$ cat config.mk
export PLATFORM = sky130hd
export DESIGN_NAME = regdst_hazard_pipe
export DESIGN_NICKNAME = d
export VERILOG_FILES = /design/src/rtl/regdst_hazard_pipe.sv
export SDC_FILE = /design/constraint.sdc
export NUM_CORES = 1
export LEC_CHECK = 0
export CAP_MARGIN = 10
export CORE_MARGIN = 3
export CORE_UTILIZATION = 38
export CTS_CLUSTER_DIAMETER = 100
export DETAILED_ROUTE_END_ITERATION = 8
export HOLD_SLACK_MARGIN = 0.02
export PLACE_DENSITY = 0.77
export RECOVER_POWER = 50
export SYNTH_ARGS = -nofsm -noshare
export SYNTH_HDL_FRONTEND = slang
export SYNTH_SLANG_ARGS = --single-unit
$ cat constraint.sdc
create_clock -name clk -period 2 [get_ports clk]
set_input_delay 0.4 -clock clk [delete_from_list [all_inputs] [get_ports clk]]
set_output_delay 0.4 -clock clk [all_outputs]
set_load 0.05 [all_outputs]
$ cat src/rtl/regdst_hazard_pipe.sv
// Decode-stage destination select plus a DEPTH-stage destination/Tnew tracker
// that derives the D-stage stall request and per-operand forwarding selects.
module regdst_hazard_pipe #(
    parameter int ADDR_W   = 5,
    parameter int DEPTH    = 3,
    parameter int TNEW_W   = 2,
    parameter int LINK_REG = 31,
    parameter int SEL_W    = 2
) (
    input  logic                       clk,
    input  logic                       reset,
    input  logic                       flush,
    input  logic [3:0]                 d_regdst,
    input  logic [ADDR_W-1:0]          d_a2,
    input  logic [ADDR_W-1:0]          d_a3,
    input  logic                       d_cond,
    input  logic [TNEW_W-1:0]          d_tnew,
    input  logic [ADDR_W-1:0]          d_rs,
    input  logic [ADDR_W-1:0]          d_rt,
    input  logic                       d_use_rs,
    input  logic                       d_use_rt,
    input  logic [TNEW_W-1:0]          d_tuse_rs,
    input  logic [TNEW_W-1:0]          d_tuse_rt,
    output logic [ADDR_W-1:0]          d_dst,
    output logic                       stall,
    output logic [SEL_W-1:0]           fwd_rs_sel,
    output logic [SEL_W-1:0]           fwd_rt_sel,
    output logic [DEPTH*ADDR_W-1:0]    stage_dst,
    output logic [DEPTH*TNEW_W-1:0]    stage_tnew
);

    typedef struct packed {
        logic             stall;
        logic [SEL_W-1:0] sel;
    } hazard_t;

    // Index k-1 holds stage k, so the packed arrays flatten directly onto the ports.
    logic [DEPTH-1:0][ADDR_W-1:0] dst_q;
    logic [DEPTH-1:0][TNEW_W-1:0] tnew_q;

    hazard_t haz_rs;
    hazard_t haz_rt;

    // NOTE: every combinational output gets a default before the case, so no
    // encoding can leave d_dst unassigned and infer a latch.
    always_comb begin
        d_dst = '0;
        case (d_regdst)
            4'd1:    d_dst = ADDR_W'(LINK_REG);
            4'd2:    d_dst = d_a2;
            4'd3:    d_dst = d_a3;
            4'd4:    d_dst = d_cond ? d_a3 : '0;
            default: d_dst = '0;
        endcase
    end

    function automatic logic [TNEW_W-1:0] sat_dec(input logic [TNEW_W-1:0] t);
        return (t == '0) ? '0 : t - 1'b1;
    endfunction

    // Youngest matching stage wins; $0 and unused operands never match.
    function automatic hazard_t resolve(
        input logic [DEPTH-1:0][ADDR_W-1:0] dst,
        input logic [DEPTH-1:0][TNEW_W-1:0] tnew,
        input logic [ADDR_W-1:0]            src,
        input logic                         use_src,
        input logic [TNEW_W-1:0]            tuse
    );
        hazard_t r;
        logic    found;
        r     = '0;
        found = 1'b0;
        if (use_src && src != '0) begin
            for (int k = 0; k < DEPTH; k++) begin
                if (!found && dst[k] == src) begin
                    found   = 1'b1;
                    r.stall = tnew[k] > tuse;
                    r.sel   = (tnew[k] == '0) ? SEL_W'(k + 1) : '0;
                end
            end
        end
        return r;
    endfunction

    always_comb begin
        haz_rs = resolve(dst_q, tnew_q, d_rs, d_use_rs, d_tuse_rs);
        haz_rt = resolve(dst_q, tnew_q, d_rt, d_use_rt, d_tuse_rt);
    end

    assign stall      = haz_rs.stall | haz_rt.stall;
    assign fwd_rs_sel = haz_rs.sel;
    assign fwd_rt_sel = haz_rt.sel;
    assign stage_dst  = dst_q;
    assign stage_tnew = tnew_q;

    // NOTE: non-blocking assignments let every stage sample its predecessor's
    // pre-edge value, which is what makes the loop a shift register.
    always_ff @(posedge clk) begin
        if (reset || flush) begin
            dst_q  <= '0;
            tnew_q <= '0;
        end else begin
            dst_q[0]  <= stall ? '0 : d_dst;
            tnew_q[0] <= stall ? '0 : d_tnew;
            for (int k = 1; k < DEPTH; k++) begin
                dst_q[k]  <= dst_q[k-1];
                tnew_q[k] <= sat_dec(tnew_q[k-1]);
            end
        end
    end

endmodule

==> results by group <==
Timing
  • Final WS setup: -0.392 ns
  • Maximum achievable frequency: 418 MHz
  • Unrepaired setup endpoints after global routing: yes
  • Max-slew headroom: 0.646
  • Fin crit period: approximately 2.4 ns
  • Crit share post-route: 1.20
  • Final Setup Violations: 5
  • Max-slew violations: 0
  • Final hold vios: 0
  • Worst slew pin tran: between 0.5 and 0.6 ns
  • Max Clock Skew: slightly below 0.007 ns

Floorplanning
  • Die ar.: around 4700 sq um
  • I/O pin count: 67
  • Starting density of the core: 0.398
  • Num rows: 22
  • Chip width: approximately 68 um
  • Die height: slightly below 70 um
  • Core Region: between 3000 and 4000 sq um

Power and ir drop
  • Max VDD drop: roughly 0.42 mV
  • Tot Pwr: 1130 uW
  • Pwr per Cell Area: 376 nW/um^2
  • Static Leakage: roughly 0.0013 uW

Cells and area
  • Area growth syn-to-layout: 104%
  • Inserted Diodes: 0
  • Post-route cell area: ~3000 sq um
  • Final std cells w/o fill: 325
  • Fillers: between 200 and 250
  • Fraction of layout cells with a size suffix above 1: 0.538
  • # nets final: roughly 330

Clock network
  • TritonCTS clock tree: done
  • Worst skew pair latency: 0.26 ns
  • H-tree levels: 1
  • CTS root buffer: clkbuf_8
  • CTS Sinks: 21
  • Clk pin slew, worst setup/hold paths: roughly 0.070 ns
  • CTS buffer count: 3
  • Maximum clock path buffer count: 2

Route
  • Vias per inst: between 5 and 6
  • Drt total wl: between 5000 and 6000 um
  • Top routing layer in use: met4
  • Detailed-route via count: 1705
  • Drt pass-1 iters: 4
  • Met2 WL: 3060 um
  • Remaining DRCs: 0
  • Iter 0 DRT Violations: 70
  • Metal-1 WL: around 2200 um
  • Routed wl met3: 376 um
  • Antenna Nets Post-Route: 0
  • WL/cell: 17.6 um

Yosys
  • Seq cells post-synth: 21
  • Synth top area cells: dfxtp_1, ha_1, xor2_1
  • Synth area leader: dfxtp_1
  • Top-area cell type share of the netlist area: 0.285
  • Syn_nets: approximately 220
  • Synth warnings: 0
  • Unique masters post-synth: 33
  • Mapped Area: approximately 1500 sq um
  • Syn avg cell area: a little under 9 sq um
  • Mapped Cells: approximately 170
  • Sequential element share of the synthesized area: 0.285

GRT
  • Largest net degree at the start of global routing: 18
  • Initial antenna violation count: 0
  • Vias in the first global route: 1669
  • First-pass GRT wire length: approximately 7800 um
  • All-Layer GR Usage: 0.223
  • Grt ovf: 0

Critical path
  • Slowest CP cell: ha_1
  • R2R Setup Slk: around 0.080 ns
  • RR Endpoint: stage_dst[1]
  • CP Class: in2out
  • Crit. End Element: primary output
  • Reg-to-reg startpoint: stage_tnew[3]
  • Critical path cell sequence: dlygate4sd2_1 -> buf_4 -> ha_1 -> nand2_1 -> o21ai_0 -> a31oi_1 -> o31a_4 -> or2_4 -> buf_8
  • Crit path required time: between 1.5 and 2 ns
  • CP max FO: 3
  • Critical path's largest stage delay: about 0.28 ns
  • Startpoint Class: input port
  • Critical path arrival: about 2.0 ns
  • Worst R2R Path Depth: 8

Run
  • Max cap viols: 0

Worst hold path
  • Worst Hold Class: reg2reg
  • Worst Hold Launch: stage_tnew[0]
  • Hold path endpoint: stage_tnew[2]
  • Hold path depth: 1

Place
  • GP Congestion: a little over 0.9
  • Hpwl dp: approximately 3900 um
  • DP Area: between 2000 and 3000 sq um
  • Pre-CTS setup slack: -0.772 ns
  • Port Buffer Count: 66
  • Dpl cells: between 300 and 400

Run status
  • Violated checks: negative setup slack
  • Outcome: complete, but fails checks
## routing by layer
metal | track usage | vias to the layer above
li1 | - | 819
met1 | 0.267 | 816
met2 | 0.392 | 62
met3 | 0.0575 | 8
met4 | 0.0596 | 0
met5 | 0 | -
## flip-flops by register name (all words and copies together) (netlist names)
| name | cells |
|---|---|
| stage_tnew | 6 |
| stage_dst | 15 |
## cells in the mapped netlist, drive strengths merged
cell / number
nor2: 8
mux2i: 2
nor4: 4
nand2: 11
and3: 2
nand3b: 1
a21oi: 1
a221o: 5
nand4bb: 1
or4: 2
ha: 14
inv: 7
o2111ai: 2
xnor2: 10
or2: 1
nor2b: 6
xor2: 20
o21ai: 4
nor4b: 2
and2: 12
a2bb2oi: 2
o31a: 2
clkbuf: 1
a211oi: 4
dfxtp: 21
a31oi: 4
nor3: 13
nand3: 4
## worst max-delay path: cells and delay by family
family	cells	cell delay, ns
simple gates	2	0.18
compound gates	3	0.58
buf+inv	3	0.55
fa+ha+maj	1	0.28
## area by class of cell
type / instances / area, sq um / area share
timing repair buffer: 108 / 1030 / 0.343
multi-input combinational: 137 / 1380 / 0.458
clock inverter: 1 / 5.00 / 0.00166
clock buffer: 3 / 41.3 / 0.0137
tap: 48 / 60.1 / 0.0199
inverter: 7 / 26.3 / 0.00872
sequential: 21 / 467 / 0.155
## through the flow
step	hold slack, ns	util	setup TNS [ns]
global route	0.442	0.811	-1.49
finish	0.424	0.811	-1.19
detailed placement	0.418	0.710	-6.73
CTS	0.428	0.775	-1.00
floorplan	0.462	-	-0.183
global placement	0.410	0.710	-6.32
## cells by family after synthesis
logic type / Yosys count / share of synthesized area
AO/OA/AOI/OAI: 24 / 0.130
flip-flops: 21 / 0.285
adder cells (fa/ha/maj): 14 / 0.119
buffers and inverters: 8 / 0.0203
multiplexers: 2 / 0.0135
XOR/XNOR: 30 / 0.178
AND/OR/NAND/NOR: 67 / 0.255
## layout by cell type (no fill, tap or decap), types with 3 or more instances in the layout
master           Yosys  final
dfxtp_4              0      8
nor2_1               8      4
xor2_2               0      5
buf_12               0      8
nor3_1              11      7
nor3_4               0      3
dfxtp_2              0     13
ha_4                 0      4
dlygate4sd2_1        0      6
nor2b_4              0      3
xnor2_1             10      3
clkdlybuf4s50_1      0     33
nand2_1             11     11
clkbuf_2             0      4
inv_2                0      3
nor4_1               4      4
xnor2_2              0      7
ha_1                14      9
a221o_1              5      5
and2_1              11     10
buf_4                0     38
buf_2                0      5
nor2_2               0      4
xor2_1              20     14
nor3_2               2      3
nor2b_1              6      3
buf_6                0     11
inv_1                7      4
clkbuf_8             0      3
## power breakdown
part           internal (uW)  leakage (uW)  total, uW  switching, uW
logic                    217       0.00106        436            219
registers                417      0.000183        427           10.6
clock network            138     0.0000255        270            132
## what timing repair did
item,4_1_cts,5_1_grt
buffers inserted,1,3
pin swaps,22,25
gates resized for setup,86,33
hold buffers,0,0
endpoints found under the hold margin,0,0
setup endpoints to repair,17,9
## how the worst max path moves through the flow
stage / startpoint / endpoint / slack, ns / cells past startpoint
after global routing: stage_tnew[3] / stall / -0.44 / 7
after CTS: stage_tnew[5] / stall / -0.40 / 7
after floorplan: stage_tnew[3] / stall / -0.18 / 6
after global placement: d_tuse_rs[1] / stall / -0.75 / 9
after detailed placement: d_tuse_rt[1] / stall / -0.77 / 9
final: d_tuse_rs[0] / stall / -0.39 / 9
Note: power is estimated with default switching activity, not from simulation.
